===== config.mk =====
export PLATFORM = sky130hd
export DESIGN_NAME = pipe_stage_reg
export DESIGN_NICKNAME = d
export VERILOG_FILES = /design/src/rtl/pipe_stage_reg_pkg.sv /design/src/rtl/sat_counter.sv /design/src/rtl/pipe_stage_reg.sv
export SDC_FILE = /design/constraint.sdc
export NUM_CORES = 1
export LEC_CHECK = 0
export ABC_AREA = 1
export ABC_CLOCK_PERIOD_IN_PS = 4100
export BUFFER_PORTS_ARGS = -buffer_cell sky130_fd_sc_hd__buf_2
export CAP_MARGIN = 40
export CORE_MARGIN = 3
export CORE_UTILIZATION = 35
export DETAILED_ROUTE_END_ITERATION = 16
export GPL_ROUTABILITY_DRIVEN = 1
export SYNTH_ARGS = -nofsm -noshare
export SYNTH_HDL_FRONTEND = slang
export SYNTH_SLANG_ARGS = --single-unit

===== constraint.sdc =====
create_clock -name clk -period 4.1 [get_ports clk]
set_clock_uncertainty 0.05 [all_clocks]
set_input_delay 0.41 -clock clk [delete_from_list [all_inputs] [get_ports clk]]
set_output_delay 0.41 -clock clk [all_outputs]
set_load 0.005 [all_outputs]

===== src/rtl/pipe_stage_reg_pkg.sv =====
// Shared constants for the pipeline stage register: reset PC and exception codes.
// Stage registers import these so every stage agrees on reset/flush values.
package pipe_stage_reg_pkg;

  localparam logic [31:0] INITIAL_ADDRESS = 32'h0000_3000;

  localparam logic [4:0] EXC_NONE = 5'd0;
  localparam logic [4:0] EXC_INT  = 5'd0;
  localparam logic [4:0] EXC_ADEL = 5'd4;
  localparam logic [4:0] EXC_ADES = 5'd5;
  localparam logic [4:0] EXC_SYS  = 5'd8;
  localparam logic [4:0] EXC_RI   = 5'd10;
  localparam logic [4:0] EXC_OV   = 5'd12;

endpackage


===== src/rtl/sat_counter.sv =====
// Saturating up-counter with synchronous clear; clear wins over increment.
module sat_counter #(
  parameter int W = 16
) (
  input  logic         clk,
  input  logic         rst_n,
  input  logic         inc,
  input  logic         clr,
  output logic [W-1:0] cnt
);

  always_ff @(posedge clk or negedge rst_n) begin
    if (!rst_n) begin
      cnt <= '0;
    end else if (clr) begin
      cnt <= '0;
    end else if (inc && (cnt != {W{1'b1}})) begin
      cnt <= cnt + W'(1);
    end
  end

endmodule


===== src/rtl/pipe_stage_reg.sv =====
// One pipeline stage register: flush > hold > bubble > load, one-cycle latency.
// A bubble keeps in_pc/in_bd so a later exception still reports the right EPC.
module pipe_stage_reg
  import pipe_stage_reg_pkg::*;
#(
  parameter int          DATA_W   = 64,
  parameter int          TNEW_W   = 2,
  parameter int          TNEW_DEC = 1,
  parameter int          CNT_W    = 16,
  parameter logic [31:0] PC_RST   = INITIAL_ADDRESS
) (
  input  logic              clk,
  input  logic              reset,
  input  logic              hold,
  input  logic              flush,
  input  logic              bubble,
  input  logic              cnt_clr,
  input  logic [DATA_W-1:0] in_data,
  input  logic [31:0]       in_instr,
  input  logic [31:0]       in_pc,
  input  logic [4:0]        in_a3,
  input  logic [TNEW_W-1:0] in_tnew,
  input  logic [4:0]        in_exc,
  input  logic              in_bd,
  output logic              out_valid,
  output logic [DATA_W-1:0] out_data,
  output logic [31:0]       out_instr,
  output logic [31:0]       out_pc,
  output logic [4:0]        out_a3,
  output logic [TNEW_W-1:0] out_tnew,
  output logic [4:0]        out_exc,
  output logic              out_bd,
  output logic [CNT_W-1:0]  bubble_cnt
);

  logic take_bubble;

  assign take_bubble = bubble && !hold && !flush;

  function automatic logic [TNEW_W-1:0] sat_dec(input logic [TNEW_W-1:0] x);
    return (x == '0) ? '0 : x - TNEW_W'(1);
  endfunction

  always_ff @(posedge clk or negedge reset) begin
    if (!reset) begin
      out_valid <= 1'b0;
      out_data  <= '0;
      out_instr <= '0;
      out_pc    <= PC_RST;
      out_a3    <= '0;
      out_tnew  <= '0;
      out_exc   <= EXC_NONE;
      out_bd    <= 1'b0;
    end else if (flush) begin
      out_valid <= 1'b0;
      out_data  <= '0;
      out_instr <= '0;
      out_pc    <= PC_RST;
      out_a3    <= '0;
      out_tnew  <= '0;
      out_exc   <= EXC_NONE;
      out_bd    <= 1'b0;
    end else if (hold) begin
      out_valid <= out_valid;
    end else if (bubble) begin
      // a3 forced to zero so hazard logic never forwards from a bubble
      out_valid <= 1'b0;
      out_data  <= '0;
      out_instr <= '0;
      out_pc    <= in_pc;
      out_a3    <= '0;
      out_tnew  <= '0;
      out_exc   <= EXC_NONE;
      out_bd    <= in_bd;
    end else begin
      out_valid <= 1'b1;
      out_data  <= in_data;
      out_instr <= in_instr;
      out_pc    <= in_pc;
      out_a3    <= in_a3;
      out_tnew  <= (TNEW_DEC != 0) ? sat_dec(in_tnew) : in_tnew;
      out_exc   <= in_exc;
      out_bd    <= in_bd;
    end
  end

  sat_counter #(.W(CNT_W)) u_bubble_cnt (
    .clk   (clk),
    .rst_n (reset),
    .inc   (take_bubble),
    .clr   (cnt_clr),
    .cnt   (bubble_cnt)
  );

endmodule


==> results.toml <==
[cells_and_area]
areaGrowthSynthToFinish_pct = 36.90
final_util_pct = 49.23
layout.cells.non_filler = 1020
final_net_count = 930
diodes = 0
layout-drive-gt1-share_pct = 45.66

[clock_network]
tritoncts = "yes"
clkSinkCount = 158
cts_max_path_buffers = 2
clk_pin_slew_worst_paths_ns = 0.06
cts-resized-gates = 0
clockRootBuffer = "clkbuf_16"
cts_buffers = 17
cts.htree.levels = 4
clock_latency_ns = 0.41

[detailed_routing]
drt_wl_total_um = 18170
antenna_left = 0
drc = 0
routedWlPerCell_um = 17.82
via_per_inst = 5.268
first_iter_violations = 278
dr.pass1.iters = 4
vias = 5373

[setup_path]
start_kind = "flip-flop"
cp_slowest_stage_delay_ns = 0.44
rr_startpoint = "u_bubble_cnt.cnt[0]$_DFFE_PN0P_"
path_cells = "ha_1, nand3_2, nor2_2, nand2_1, nand2_2, nor2_1, nand2_1, nand2_1"
worstPathMaxFanout = 12
critical_path_arrival_ns = 2.10
startpoint = "u_bubble_cnt.cnt[0]$_DFFE_PN0P_"
crit_path_end_kind = "flip-flop"
path_common_cell = "nand2_1"
cp_data_required_time_ns = 4.40
crit_type = "flip-flop to flip-flop"
r2r_cells = 8
cpMaxStageDelayCell = "dfrtp_1"

[worst_hold_path]
worstHoldStart = "in_tnew[0]"
hold_class = "input port to flip-flop"
holdPathStages = 2

[placement]
place_hpwl_um = 12990
gp_congestion = 0.8562
dp.cells = 987
io_buffers = 304

[logic_synthesis]
syn_avg_cell_area_sq_um = 12.68
ys_seq_area_share_pct = 63.16
synth.ff_latch_count = 158
syn_nets = 642
synth.distinct_cells = 29
synth.largest_area_cell = "dfrtp_1"
synth_area_sq_um = 6264
yosys_warnings = 0
synth_top_area_share_pct = 62.33
synth_area_leaders = "dfrtp_1, a32o_1, a22o_1, nand2_1, buf_2"
synthCells = 494

[pwr]
power_switching_share_pct = 23.26
sequentialPowerShare_pct = 46.2
leakage_uw = 0.004551
p_int_uw = 2743
pwr-share-comb_pct = 8.9
power.total_uw = 3574
vdd_ir_drop_max_mv = 0.2873
powerDensity_nw_per_um2 = 416.8
p_switching_uw = 831.0
clock_power_share_pct = 44.8

[sta]
hold_viol = 0
final.setup.tns_ns = 0
slew_headroom_pct = 48.65
worstMarginPinSlew_ns = 0.7702
slew_viol_final = 0
period_minus_slack_ns = 1.806
hold_ws_ns = 0.1495
rsz0062_at_grt = "false"
setup_viol = 0
fmax_ghz = 0.5537
min_period_over_period_pct = 44.05

[global_route]
grt_max_degree = 85
antenna_found_initial = 0
grt_use_total_pct = 18.15
grt_pass1_vias = 5582
grt_pass1_wl_um = 28800
overflow = 0

[floorplan]
num_io_pins = 305
start_util_pct = 35.96
core-area_sq_um = 17420
die_h_um = 139.8
rows = 48
fp.dieArea_sq_um = 19540
die_x_um = 139.8

[flow_run]
drv_cap = 0

[status]
status = "finished clean"
## critical path, delay by kind of cell, from the launching register on
kind                     cells  cell delay (ns)
adder cells (fa/ha/maj)      1             0.27
AND/OR/NAND/NOR              7             0.99
flip-flops                   1             0.44
## metal layers
| metal | wire [um] | up-vias | track usage [%] |
|---|---|---|---|
| li1 | - | 2459 | - |
| met1 | 6968 | 2648 | 20.43 |
| met2 | 9312 | 236 | 32.36 |
| met3 | 1483 | 30 | 5.464 |
| met4 | 409 | 0 | 6.782 |
| met5 | 0 | - | 0 |
## through the flow
stage | instance area (sq um) | setup WS [ns]
floorplan | 6264 | 2.697
global placement | 7939 | 1.810
detailed placement | 7959 | 1.901
CTS | 8574 | 2.279
global route | 8574 | 2.138
finish | 8574 | 2.294
## Yosys cell counts
cell / instances
nand2_2: 2
o21ai_1: 8
dfrtp_1: 156
o22a_1: 2
nand2_1: 58
o31ai_1: 1
nor2_1: 10
nor2_2: 8
xnor2_1: 1
nand4_1: 3
nand2_4: 1
a22o_1: 31
buf_1: 3
inv_2: 5
nor2_4: 2
nand3b_1: 1
nor2_8: 1
clkinv_1: 1
a32o_1: 106
buf_6: 1
dfstp_2: 2
o21ai_0: 1
clkbuf_1: 12
inv_1: 17
ha_1: 1
buf_2: 27
nand3_2: 1
xor2_1: 7
nand3_1: 25
## final cells by class
| class | count | area, sq um |
|---|---|---|
| flip-flops and latches | 158 | 3956 |
| fillers | 1613 | 8842 |
| multi-input cells | 270 | 2028 |
| repair buffers | 312 | 1615 |
| inverters | 23 | 87.58 |
| clock inverters | 12 | 158.9 |
| clock buffers | 20 | 446.7 |
| well taps | 225 | 281.5 |
## repair_timing
action / CTS / global route
hold buffers: 1 / 0
hold endpoints to repair: 74 / 0
setup buffers: 0 / 0
## cell families after synthesis
logic type	after synthesis	share of synthesized area (%)
flip-flops	158	63.16
AO/OA/AOI/OAI	149	22.39
AND/OR/NAND/NOR	112	8.510
buffers and inverters	66	4.614
XOR/XNOR	8	1.119
adder cells (fa/ha/maj)	1	0.1997
## registers in the layout, summed over array words and instances, names as in the netlist
register / flops
out_bd: 1
out_data: 64
out_valid: 1
out_tnew: 2
out_a3: 5
u_bubble_cnt.cnt: 16
out_pc: 32
out_exc: 5
out_instr: 32
## power by group through the flow
| stage | clock, uW | combinational (uW) | sequential [uW] |
|---|---|---|---|
| finish | 1600 | 319 | 1650 |
| detailed placement | 0 | 325 | 1680 |
| global route | 1710 | 353 | 1660 |
| floorplan | 0 | 119 | 1680 |
| global placement | 0 | 312 | 1680 |
| CTS | 1650 | 327 | 1650 |
## cell usage in the layout (no fill, tap or decap)
cell type / instances
dlygate4sd3_1: 1
dfstp_2: 2
inv_6: 2
clkbuf_8: 1
a22o_1: 31
nor2_8: 1
clkbuf_1: 2
nor2_4: 4
nand2_4: 1
clkbuf_16: 17
inv_2: 4
clkinvlp_4: 2
nand4_1: 3
clkinv_2: 3
clkinv_4: 3
a32o_1: 106
ha_1: 1
inv_1: 17
xor2_1: 7
nand3_1: 25
dfrtp_1: 156
nor2_1: 10
nor2_2: 6
bufinv_16: 3
nand3b_1: 1
o21ai_0: 1
o21ai_1: 8
clkinv_1: 1
nand2_2: 2
o22a_1: 2
nand3_2: 1
buf_12: 2
buf_2: 303
nand2_1: 58
o31ai_1: 1
buf_4: 5
buf_6: 1
xnor2_1: 1
## path summary, 6_finish.rpt
path                                                    end  slack, ns
max                        u_bubble_cnt.cnt[12]$_DFFE_PN0P_       2.29
max in group asynchronous            out_pc[13]$_DFFE_PN1P_       2.59
min in group asynchronous   u_bubble_cnt.cnt[6]$_DFFE_PN0P_       0.52
min                                 out_tnew[0]$_DFFE_PN0P_       0.15
min reg2reg                        out_data[20]$_DFFE_PN0P_       0.43
max reg2reg                u_bubble_cnt.cnt[12]$_DFFE_PN0P_       2.29
No activity file was read; power rests on OpenSTA's default activity.
